**config.mk**
```make
export PLATFORM = sky130hd
export DESIGN_NAME = pfs_fetch_queue
export DESIGN_NICKNAME = d
export VERILOG_FILES = /design/src/rtl/pfs_fetch_queue_pkg.sv /design/src/rtl/pfs_fetch_queue_sync_fifo.sv /design/src/rtl/pfs_fetch_queue.sv
export SDC_FILE = /design/constraint.sdc
export NUM_CORES = 1
export LEC_CHECK = 0
export BUFFER_PORTS_ARGS = -buffer_cell sky130_fd_sc_hd__buf_2
export CORE_MARGIN = 10
export CORE_UTILIZATION = 50
export CTS_CLUSTER_DIAMETER = 80
export DETAILED_ROUTE_END_ITERATION = 10
export PLACE_DENSITY = 0.75
export SLEW_MARGIN = 20
export SYNTH_ARGS = -nofsm -noshare
export SYNTH_HDL_FRONTEND = slang
export SYNTH_SLANG_ARGS = --single-unit
```
**constraint.sdc**
```tcl
create_clock -name clk -period 5.5 [get_ports clk]
set_input_delay 0.55 -clock clk [delete_from_list [all_inputs] [get_ports clk]]
set_output_delay 0.55 -clock clk [all_outputs]
set_load 0.02 [all_outputs]
```
**src/rtl/pfs_fetch_queue_pkg.sv**
```systemverilog
// Shared definitions for the pre-IF fetch queue: bus widths, fixed vectors and the buffer entry layout.
package pfs_fetch_queue_pkg;

    localparam int          PFS_TO_FS_BUS_WD = 64;
    localparam logic [31:0] EX_ENTRY         = 32'hbfc00380;
    localparam logic [31:0] PFS_RESET_PC     = 32'hbfc00000;

    typedef struct packed {
        logic [31:0] inst;
        logic [31:0] pc;
    } pfs_entry_t;

endpackage

```
**src/rtl/pfs_fetch_queue_sync_fifo.sv**
```systemverilog
// Synchronous FIFO with single-cycle flush; depth need not be a power of two.
module pfs_sync_fifo #(
    parameter int DATA_W = 32,
    parameter int DEPTH  = 2
) (
    input  logic                       clk,
    input  logic                       reset,
    input  logic                       flush,
    input  logic                       push,
    input  logic [DATA_W-1:0]          push_data,
    input  logic                       pop,
    output logic [DATA_W-1:0]          pop_data,
    output logic [$clog2(DEPTH+1)-1:0] count
);

    localparam int PTR_W = (DEPTH > 1) ? $clog2(DEPTH) : 1;
    localparam int CNT_W = $clog2(DEPTH + 1);

    logic [DATA_W-1:0] mem_q [DEPTH];
    logic [DATA_W-1:0] mem_d [DEPTH];
    logic [PTR_W-1:0]  wr_ptr_q, wr_ptr_d;
    logic [PTR_W-1:0]  rd_ptr_q, rd_ptr_d;
    logic [CNT_W-1:0]  count_q, count_d;

    function automatic logic [PTR_W-1:0] ptr_inc(input logic [PTR_W-1:0] p);
        if (p == PTR_W'(DEPTH - 1)) return '0;
        return p + PTR_W'(1);
    endfunction

    // Flush wins over push/pop so a same-cycle write is discarded with the rest.
    always_comb begin
        mem_d    = mem_q;
        wr_ptr_d = wr_ptr_q;
        rd_ptr_d = rd_ptr_q;
        count_d  = count_q;
        if (flush) begin
            wr_ptr_d = '0;
            rd_ptr_d = '0;
            count_d  = '0;
        end else begin
            if (push) begin
                mem_d[wr_ptr_q] = push_data;
                wr_ptr_d        = ptr_inc(wr_ptr_q);
            end
            if (pop) rd_ptr_d = ptr_inc(rd_ptr_q);
            count_d = count_q + CNT_W'(push) - CNT_W'(pop);
        end
    end

    always_ff @(posedge clk) begin
        if (reset) begin
            wr_ptr_q <= '0;
            rd_ptr_q <= '0;
            count_q  <= '0;
        end else begin
            wr_ptr_q <= wr_ptr_d;
            rd_ptr_q <= rd_ptr_d;
            count_q  <= count_d;
        end
    end

    always_ff @(posedge clk) begin
        mem_q <= mem_d;
    end

    assign pop_data = mem_q[rd_ptr_q];
    assign count    = count_q;

endmodule

```
**src/rtl/pfs_fetch_queue.sv**
```systemverilog
// Pre-IF fetch queue: pipelined inst_sram requests, in-order instruction buffer, redirect flush.
// Optional stale-return counter enabled with `define PFS_PERF_CNT_EN.
module pfs_fetch_queue
    import pfs_fetch_queue_pkg::*;
#(
    parameter logic [31:0] RESET_PC        = PFS_RESET_PC,
    parameter int          MAX_OUTSTANDING = 2,
    parameter int          BUF_DEPTH       = 4
) (
    input  logic                        clk,
    input  logic                        reset,
    input  logic                        redirect_valid,
    input  logic [31:0]                 redirect_pc,
    input  logic                        fs_allowin,
    output logic                        pfs_to_fs_valid,
    output logic [PFS_TO_FS_BUS_WD-1:0] pfs_to_fs_bus,
    output logic                        inst_sram_req,
    output logic [31:0]                 inst_sram_addr,
    input  logic                        inst_sram_addr_ok,
    input  logic [31:0]                 inst_sram_rdata,
    input  logic                        inst_sram_data_ok,
    output logic                        inst_sram_data_waiting,
    output logic [31:0]                 perf_discard_cnt
);

    localparam int OW = $clog2(MAX_OUTSTANDING + 1);
    localparam int CW = $clog2(BUF_DEPTH + 1);

    logic [31:0]   req_pc_q, req_pc_d;
    logic [OW-1:0] outstanding_q, outstanding_d;
    logic [OW-1:0] discard_q, discard_d;
    logic [CW-1:0] buf_count;
    logic [OW-1:0] pc_count;
    logic [31:0]   pc_head;
    pfs_entry_t    ret_entry;
    logic          sram_accept, sram_return, drop_stale, buf_push, buf_pop;

    // A slot is reserved for every live request, so a return always has room.
    assign inst_sram_req = !reset && !redirect_valid
                         && (int'(outstanding_q) < MAX_OUTSTANDING)
                         && (int'(outstanding_q) + int'(buf_count) < BUF_DEPTH);
    assign inst_sram_addr = req_pc_q;

    assign sram_accept = inst_sram_req && inst_sram_addr_ok;
    assign sram_return = inst_sram_data_ok && (outstanding_q != '0);
    assign drop_stale  = sram_return && (discard_q != '0);
    assign buf_push    = sram_return && (discard_q == '0) && !redirect_valid;
    assign buf_pop     = pfs_to_fs_valid && fs_allowin && !redirect_valid;

    assign ret_entry = '{inst: inst_sram_rdata, pc: pc_head};

    always_comb begin
        req_pc_d      = req_pc_q;
        discard_d     = discard_q;
        outstanding_d = outstanding_q + OW'(sram_accept) - OW'(sram_return);
        if (sram_accept) req_pc_d = req_pc_q + 32'd4;
        if (redirect_valid) begin
            // Everything still in flight becomes stale, including entries already marked.
            req_pc_d  = redirect_pc;
            discard_d = outstanding_q - OW'(sram_return);
        end else if (drop_stale) begin
            discard_d = discard_q - OW'(1);
        end
    end

    always_ff @(posedge clk) begin
        if (reset) begin
            req_pc_q      <= RESET_PC;
            outstanding_q <= '0;
            discard_q     <= '0;
        end else begin
            req_pc_q      <= req_pc_d;
            outstanding_q <= outstanding_d;
            discard_q     <= discard_d;
        end
    end

    pfs_sync_fifo #(.DATA_W(32), .DEPTH(MAX_OUTSTANDING)) u_pc_fifo (
        .clk       (clk),
        .reset     (reset),
        .flush     (1'b0),
        .push      (sram_accept),
        .push_data (req_pc_q),
        .pop       (sram_return),
        .pop_data  (pc_head),
        .count     (pc_count)
    );

    pfs_sync_fifo #(.DATA_W(PFS_TO_FS_BUS_WD), .DEPTH(BUF_DEPTH)) u_inst_buf (
        .clk       (clk),
        .reset     (reset),
        .flush     (redirect_valid),
        .push      (buf_push),
        .push_data (ret_entry),
        .pop       (buf_pop),
        .pop_data  (pfs_to_fs_bus),
        .count     (buf_count)
    );

    assign pfs_to_fs_valid        = (buf_count != '0);
    assign inst_sram_data_waiting = (outstanding_q != '0);

`ifdef PFS_PERF_CNT_EN
    logic [31:0] perf_q, perf_d;
    logic        stale_ret;

    assign stale_ret = sram_return && ((discard_q != '0) || redirect_valid);

    always_comb begin
        perf_d = perf_q;
        if (stale_ret && (perf_q != 32'hffffffff)) perf_d = perf_q + 32'd1;
    end

    always_ff @(posedge clk) begin
        if (reset) perf_q <= '0;
        else       perf_q <= perf_d;
    end

    assign perf_discard_cnt = perf_q;
`else
    assign perf_discard_cnt = '0;
`endif

    always_ff @(posedge clk) begin
        if (!reset) begin
            assert (!(inst_sram_data_ok && (outstanding_q == '0)));
            assert (pc_count == outstanding_q);
        end
    end

endmodule

```
# Word-level counts from Yosys, hierarchy flattened
# Index checks and enable logic that the tools add are counted.
# W data, S select, Z words.
# classes
addsub,12
order_cmp,8
n_eq_ne,2
n_mux,34
n_bitwise,5
n_reduce_logical,22
# ops
op,n
$bwmux W256,1
$mux W32,6
$mux W64,3
$bmux W64 S2,1
$demux W64 S2,1
$bwmux W64,1
$add A32 B3 Y32 const B,1
$demux W32 S1,1
$mux W1,14
$logic_and A1 B1 Y1,12
$mux W2,6
$reduce_bool A2 Y1,4
$ge A3 B3 Y1 const B,2
$not A2 Y3,2
$add A2 B1 Y2 const B,2
$add A2 B3 Y4,1
$eq A2 B2 Y1 const B,2
$ge A2 B2 Y1 const B,2
$lt A4 B3 Y1 const B,1
$not A1 Y2,2
$sub A2 B1 Y2,2
$add A3 B1 Y3,1
$lt A3 B1 Y1 const B,1
$reduce_bool A3 Y1,1
11 further kinds,13
# word_totals
reg_bits,365
input_bits,70
output_inout_bits,131

# Logic depth before layout (Yosys ltp)
# Gate-level depths: netlist of the first run.
# depth
word_depth,7
mapped_depth,13
mapped_depth_nobuf,11

# By module
# Synthesis of the first run repeated with hierarchy kept, for this count alone.
# unflattened
cells_unflattened,805
hier_area_um2,14761.7
# by_module_without_submodules
mod,n_inst,cells_each,area_each_um2,seq_area_each_um2
pfs_sync_fifo at u_inst_buf,1,378,9655.5,7827.5
pfs_sync_fifo at u_pc_fifo,1,117,2658.8,2001.9
pfs_fetch_queue,1,310,2447.3,720.7

# Worst setup path after synthesis of the first run
# No wires, ideal clock.
# synth_path
kind,input-to-reg
startpoint,input port redirect_valid
endpoint,"register u_pc_fifo.mem_q[32] (netlist name), enable pin"
arrival_time_ns,3.280
required_time_ns,5.079
path_slack_ns,1.799
stages,8
path_buffers,4
path_cell_list,buf_2 -> or2_2 -> clkbuf_1 -> nor3_4 -> inv_4 -> buf_2 -> buf_2 -> nor2_1
# synth_via
elab_chain_cells,5
# synth_rtl
element,line_no,source
"start, declared",pfs_fetch_queue.sv:12,"input logic redirect_valid,"
$logic_not A1 Y1,pfs_fetch_queue.sv:39,assign inst_sram_req = !reset && !redirect_valid
$logic_and A1 B1 Y1,pfs_fetch_queue.sv:39,
$logic_and A1 B1 Y1,pfs_fetch_queue.sv:40,&& (int'(outstanding_q) < MAX_OUTSTANDING)
$logic_and A1 B1 Y1,pfs_fetch_queue.sv:41,&& (int'(outstanding_q) + int'(buf_count) < BUF_DEPTH);
$logic_and A1 B1 Y1,pfs_fetch_queue.sv:44,assign sram_accept = inst_sram_req && inst_sram_addr_ok;
"end signal, assigned",pfs_fetch_queue_sync_fifo.sv:63,mem_q <= mem_d;
"end, declared",pfs_fetch_queue_sync_fifo.sv:19,logic [DATA_W-1:0] mem_q [DEPTH];
# Every way passes these cells.
# A chain may end at the register's enable or synchronous reset.

# Worst setup path after layout of the first run
# layout_path
startpoint,register u_inst_buf.rd_ptr_q[0]
endpoint,output port pfs_to_fs_bus[31]
# layout_via
elab_chain_cells,4
# layout_rtl
element,line_no,source
"start, declared",pfs_fetch_queue_sync_fifo.sv:22,"logic [PTR_W-1:0] rd_ptr_q, rd_ptr_d;"
"start signal, assigned",pfs_fetch_queue_sync_fifo.sv:57,rd_ptr_q <= rd_ptr_d;
$not A2 Y3 (not written as such),pfs_fetch_queue_sync_fifo.sv:66,assign pop_data = mem_q[rd_ptr_q];
$bmux W64 S2,pfs_fetch_queue_sync_fifo.sv:66,
$mux W64 (not written as such) (2 in series),pfs_fetch_queue_sync_fifo.sv:66,
"end, declared",pfs_fetch_queue.sv:16,"output logic [PFS_TO_FS_BUS_WD-1:0] pfs_to_fs_bus,"
# Every way passes these cells. The select of a mux whose other input is x is not followed.

==> flow_summary.yaml, run 1 <==
logic_synthesis:
  synth_top_area_cell: "edfxtp_1"
  yosysWarnings: 0
  synthArstFlopShare_pct: 0
  ys_types: 53
  yosysSeqAreaShare_pct: 73.3
  synth_edf_count: 320
  synth_top_cells_by_count: "edfxtp_1 (320), mux4_2 (64), dfxtp_1 (45)"
  synthFlopType: "edfxtp_1"
  syn_area_mm2: 0.0143
  synthCells: 778
  yosysMostFrequentCell: "edfxtp_1"
  synth_area_leaders: "edfxtp_1 (67%), mux4_2 (10%), dfxtp_1 (6.3%)"
  synth_top_area_share_pct: 67.0
  avgSynthCellArea_um2: 18.4
  yosys_register_bits: 365
drt:
  ant_nets: 0
  first_pass_iters: 6
  num_vias: 7497
  routed_wl_um: 29000
  vias_per_cell: 5.50
  drtIter0Drc: 587
  drc_errors: 0
  routedWlPerCell_um: 21.3
grt:
  antenna_found_initial: 0
  grt_pass1_wl_um: 46000
  grt_start_max_net_pins: 67
  grt_pass1_vias: 7944
  track_usage_pct: 16.2
  grt_overflow: 0
clocking:
  cts_tree: "yes"
  clock_sinks: 365
  hold_buffers: 0
  clk_pin_slew_ps: 60
  cts_resized: 0
  clk_latency_ps: 530
  h-tree-depth: 2
  cts_buffers: 38
  post_cts_buffers: 0
  cts_buffer_depth: 3
  cts_root_buffer: "clkbuf_16"
final_layout:
  areaGrowthSynthToFinish_pct: 16.0
  postLayoutCellArea_mm2: 0.0166
  fin_cells: 1364
  num-fill-cells: 2100
  drive_above_1_share_pct: 35.3
  nets: 1040
  antenna_cells: 0
floorplanning:
  core_area_mm2: 0.0280
  pin_count: 201
  die_h_um: 189
  rows: 61
  start_util_pct: 51.2
  die_w_um: 189
  die_area_mm2: 0.0358
flow_run:
  max_cap_violations: 0
power:
  pwr_density_cell_mw_per_mm2: 381
  peakVddDrop_mv: 0.206
  leakage_uw: 0.00562
  p_total_uw: 6340
timing:
  slew_headroom_pct: 30.4
  setup_viol: 0
  min_period_ps: 2960
  final.setup.tns_ps: 0
  fmax_mhz: 337
  tightest_slew_ps: 1040
  fin_worst_skew_ps: 25.3
  hold_violations: 0
  post-route-period-util_pct: 53.9
  grt_setup_unrepaired: "no"
  timing.final.max_slew_violations: 0
worst_setup_path:
  end_kind: "primary output"
  cp-start-kind: "flip-flop"
  worstSetupPathType: "reg2out"
  cp.required_ps: 4950
  worst_ep_arrival_time_ps: 2410
  worstPathMaxFanout: 23
placed_design:
  placed_area_mm2: 0.0154
  gp_congestion: 0.829
  place_inst: 1293
  port_buffers: 168
  hpwl_um: 17900
status:
  outcome: "finished clean"
min_path:
  min_path_type: "in2reg"
per-stage QoR:
| stage | setup WS (ps) | util [%] | hold WS [ps] |
|---|---|---|---|
| after floorplan | 1800 | - | 469 |
| after global placement | 2410 | 55.1 | 493 |
| after detailed placement | 2360 | 55.1 | 504 |
| after CTS | 1980 | 59.3 | 221 |
| after global routing | 2340 | 59.4 | 232 |
| final | 2540 | 59.4 | 245 |
state kept, by name, indices dropped and copies added (netlist names):
name and count:
u_inst_buf.wr_ptr_q 2, u_pc_fifo.wr_ptr_q 1, u_inst_buf.rd_ptr_q 2, u_pc_fifo.rd_ptr_q 1
inst_sram_addr 32, u_inst_buf.count 3, u_inst_buf.mem_q 256, outstanding_q 2
discard_q 2, u_pc_fifo.mem_q 64
worst paths after layout:
check,startpoint,endpoint,slack (ps),cells after the start
setup / recovery,u_inst_buf.rd_ptr_q[0],pfs_to_fs_bus[31],2540,3
hold / removal,inst_sram_rdata[2],u_inst_buf.mem_q[162],250,1
setup reg to reg,outstanding_q[1],inst_sram_addr[29],2660,7
hold reg to reg,u_inst_buf.wr_ptr_q[1],u_inst_buf.wr_ptr_q[1],510,2
logic make-up (layout without fill, tap and decap cells):
group                    count (synthesis)  after routing  share of synthesized area (%)
flip-flops                             365            365                           73.3
AND/OR/NAND/NOR                        130            130                           4.76
multiplexers                           102            102                           13.0
buffers and inverters                   83            260                           3.16
AO/OA/AOI/OAI                           65             65                           3.33
XOR/XNOR                                18             18                           1.10
adder cells (fa/ha/maj)                 14             14                           1.27
other                                    1             32                         0.0262
routing by layer:
metal | GRT usage (%) | wire (um) | vias to the layer above
met3 | 4.59 | 2370 | 42
met4 | 4.12 | 499 | 0
li1 | - | - | 3395
met2 | 24.9 | 13200 | 281
met1 | 22.3 | 12900 | 3779
met5 | 0 | 0 | -
where the power goes:
group	internal (uW)	total (uW)	leakage [uW]	switching, uW
clock network	1400	2400	0.000569	1010
logic	259	673	0.00179	413
registers	3190	3270	0.00326	81.5
layout make-up:
type,count,area (um^2),share of cell area [%]
sequential,365,10500,63.3
clock buffer,51,1010,6.07
clock inverter,19,168,1.01
timing repair buffer,174,898,5.40
inverter,16,62.6,0.376
tap,378,473,2.84
multi-input combinational,361,3500,21.0
cells in the final DEF, fill, tap and decap left out, types with 6 or more instances in the layout:
| cell | n |
|---|---|
| xnor2_1 | 14 |
| mux4_2 | 64 |
| buf_2 | 168 |
| inv_1 | 15 |
| ha_1 | 13 |
| clkbuf_16 | 38 |
| a211oi_1 | 7 |
| dfxtp_1 | 43 |
| nand3_1 | 17 |
| mux2_2 | 35 |
| o311ai_0 | 7 |
| conb_1 | 32 |
| nor3_1 | 9 |
| edfxtp_1 | 320 |
| clkinv_1 | 6 |
| nand2_1 | 25 |
| a21oi_1 | 21 |
| nor2_1 | 30 |
| clkbuf_1 | 12 |
| o21ai_0 | 6 |
worst max-delay path: stages (launching register included):
cell and delay, ps:
dfxtp_4 680, buf_4 450, mux4_2 570, buf_2 180
(Power assumes the default switching activity.)
==> run 2: changes to the inputs <==
ABC_AREA = 1   (was default)
clock period = 2.95 ns   (was 5.5 ns; I/O delays follow)
==> flow_summary.yaml, run 2 <==
grt:
  top_usage_layer: "met2"
  track_usage_pct: 17.6
  grt_use_met3_pct: 4.13
  grt_start_max_net_pins: 131
  grt_pass1_vias: 10100
  met2_usage_pct: 27.9
  antenna_found_initial: 0
  grt_overflow: 0
  grt_pass1_wl_um: 54200
  grtUsageMet1_pct: 23.8
worst_setup_path:
  worst_ep_arrival_time_ps: 2200
  cp.required_ps: 2650
  end_kind: "primary output"
  cp-start-kind: "flip-flop"
  worstSetupPathType: "reg2out"
  worstPathMaxFanout: 65
logic_synthesis:
  synthArstFlopShare_pct: 0
  synth_top_area_cell: "edfxtp_1"
  avgSynthCellArea_um2: 11.5
  synth_top_area_share_pct: 64.0
  syn_area_mm2: 0.0150
  ys_types: 40
  synthFlopType: "edfxtp_1"
  synth_edf_count: 320
  yosysWarnings: 0
  yosysMostFrequentCell: "edfxtp_1"
  yosysSeqAreaShare_pct: 70.0
  yosys_register_bits: 365
  synth_area_leaders: "edfxtp_1 (64%), dfxtp_1 (6.0%), nand2_1 (6.0%)"
  synthCells: 1308
  synth_top_cells_by_count: "edfxtp_1 (320), nand2_1 (239), nor2_1 (196)"
placed_design:
  hpwl_um: 22100
  port_buffers: 168
  place_inst: 1825
  gp_congestion: 0.845
floorplanning:
  pin_count: 201
  core_area_mm2: 0.0296
  die_w_um: 193
  rows: 63
  die_h_um: 193
  die_area_mm2: 0.0374
  start_util_pct: 50.7
timing:
  hold_violations: 0
  post-route-period-util_pct: 84.4
  tightest_slew_ps: 693
  holdWs_ps: 12.5
  grt_setup_unrepaired: "no"
  final.setup.tns_ps: 0
  setup_viol: 0
  timing.final.max_slew_violations: 0
  fmax_mhz: 401
  fin_worst_skew_ps: 25.7
  min_period_ps: 2490
  slew_headroom_pct: 53.8
drt:
  drc_errors: 0
  ant_nets: 0
  vias_per_cell: 5.30
  routedWlPerCell_um: 17.9
  first_pass_iters: 5
  routed_wl_um: 34500
  drtIter0Drc: 994
  num_vias: 10200
final_layout:
  areaGrowthSynthToFinish_pct: 18.8
  layout_commonest_cell: "edfxtp_1"
  regMostFlops: "u_inst_buf.mem_q"
  final_core_util_pct: 60.2
  most-common-layout-cells: "edfxtp_1 (320), nand2_1 (239), nor2_1 (190)"
  antenna_cells: 0
  drive_above_1_share_pct: 18.0
  nets: 1587
  fin_cells: 1923
  largest_reg_flops: 256
power:
  peakVddDrop_mv: 0.416
  leakage_uw: 0.00677
  pwr_density_cell_mw_per_mm2: 690
clocking:
  clk_pin_slew_ps: 60
  cts_tree: "yes"
  cts_buffers: 38
  cts_resized: 0
  clock_sinks: 365
  clk_latency_ps: 530
  h-tree-depth: 2
  cts_root_buffer: "clkbuf_16"
  cts_buffer_depth: 3
min_path:
  min_path_type: "in2reg"
status:
  outcome: "finished clean"
flow_run:
  max_cap_violations: 0
-- run 2: changes by cell type in the layout (fill, tap and decap cells not counted), moves of 9 or more --
| cell | change |
|---|---|
| a21oi_1 | +10 |
| o22ai_1 | +63 |
| mux2_2 | -35 |
| buf_4 | +10 |
| mux4_2 | -64 |
| dlygate4sd3_1 | +28 |
| xnor2_1 | -9 |
| nor2_1 | +160 |
| nand2_1 | +214 |
| o21ai_0 | +144 |
| nand3_1 | +19 |
| inv_1 | +48 |
-- run 2: worst max-delay path, stage by stage (launching register included) --
cell and delay (ps):
dfxtp_2 330, buf_4 560, o21ai_0 210, o22ai_1 340, buf_2 230
-- run 2: stage by stage --
step           cell area, um^2  power (uW)  setup WS (ps)
2_1_floorplan            15200        7040           -236
3_3_place_gp             16300        7480            688
3_5_place_dp             16300        7520            648
4_1_cts                  17800       12400            411
5_1_grt                  17800       12800            342
6_report                 17800       12300            459
-- run 2: cells by family after synthesis --
logic type | synth area share [%]
AOI/OAI and AO/OA | 9.44
xor gates and xnor gates | 0.758
and+or+nand+nor | 13.4
DFF | 70.0
adders and majority gates | 1.22
other | 0.0250
buffers and inverters | 5.21
-- run 2: what timing repair did --
action,in CTS,in global routing
hold buffers,28,0
buffers inserted,0,0
endpoints found under the hold margin,111,0
-- run 2: worst paths after layout --
check / from / endpoint / slack, ps / cells past startpoint
setup / recovery: u_inst_buf.rd_ptr_q[1] / pfs_to_fs_bus[17] / 460 / 4
hold / removal: inst_sram_rdata[18] / u_inst_buf.mem_q[114] / 10 / 1
setup reg to reg: u_inst_buf.count[1] / outstanding_q[1] / 640 / 11
hold reg to reg: discard_q[1] / discard_q[1] / 490 / 2
-- run 2: layout make-up --
type                            count  area (um^2)
Tap cell                          390          488
Inverter                           68          259
Clock inverter                     22          268
Fill cell                        2302        11800
Sequential cell                   365        10500
Clock buffer                       48         1040
Multi-Input combinational cell    811         3880
Timing Repair Buffer              219         1390
-- run 2: metal layers --
| layer | vias to the layer above | part of all wire [%] | wire [um] |
|---|---|---|---|
| met4 | 0 | 1.8 | 610 |
| li1 | 4910 | - | - |
| met1 | 4825 | 44 | 15000 |
| met5 | - | 0 | 0 |
| met2 | 405 | 47 | 16000 |
| met3 | 50 | 8.2 | 2820 |
-- run 2: power breakdown --
part | leakage [uW] | switching, uW | internal, uW
combinational | 0.00289 | 969 | 391
sequential | 0.00326 | 126 | 5960
clock | 0.000622 | 1920 | 2960
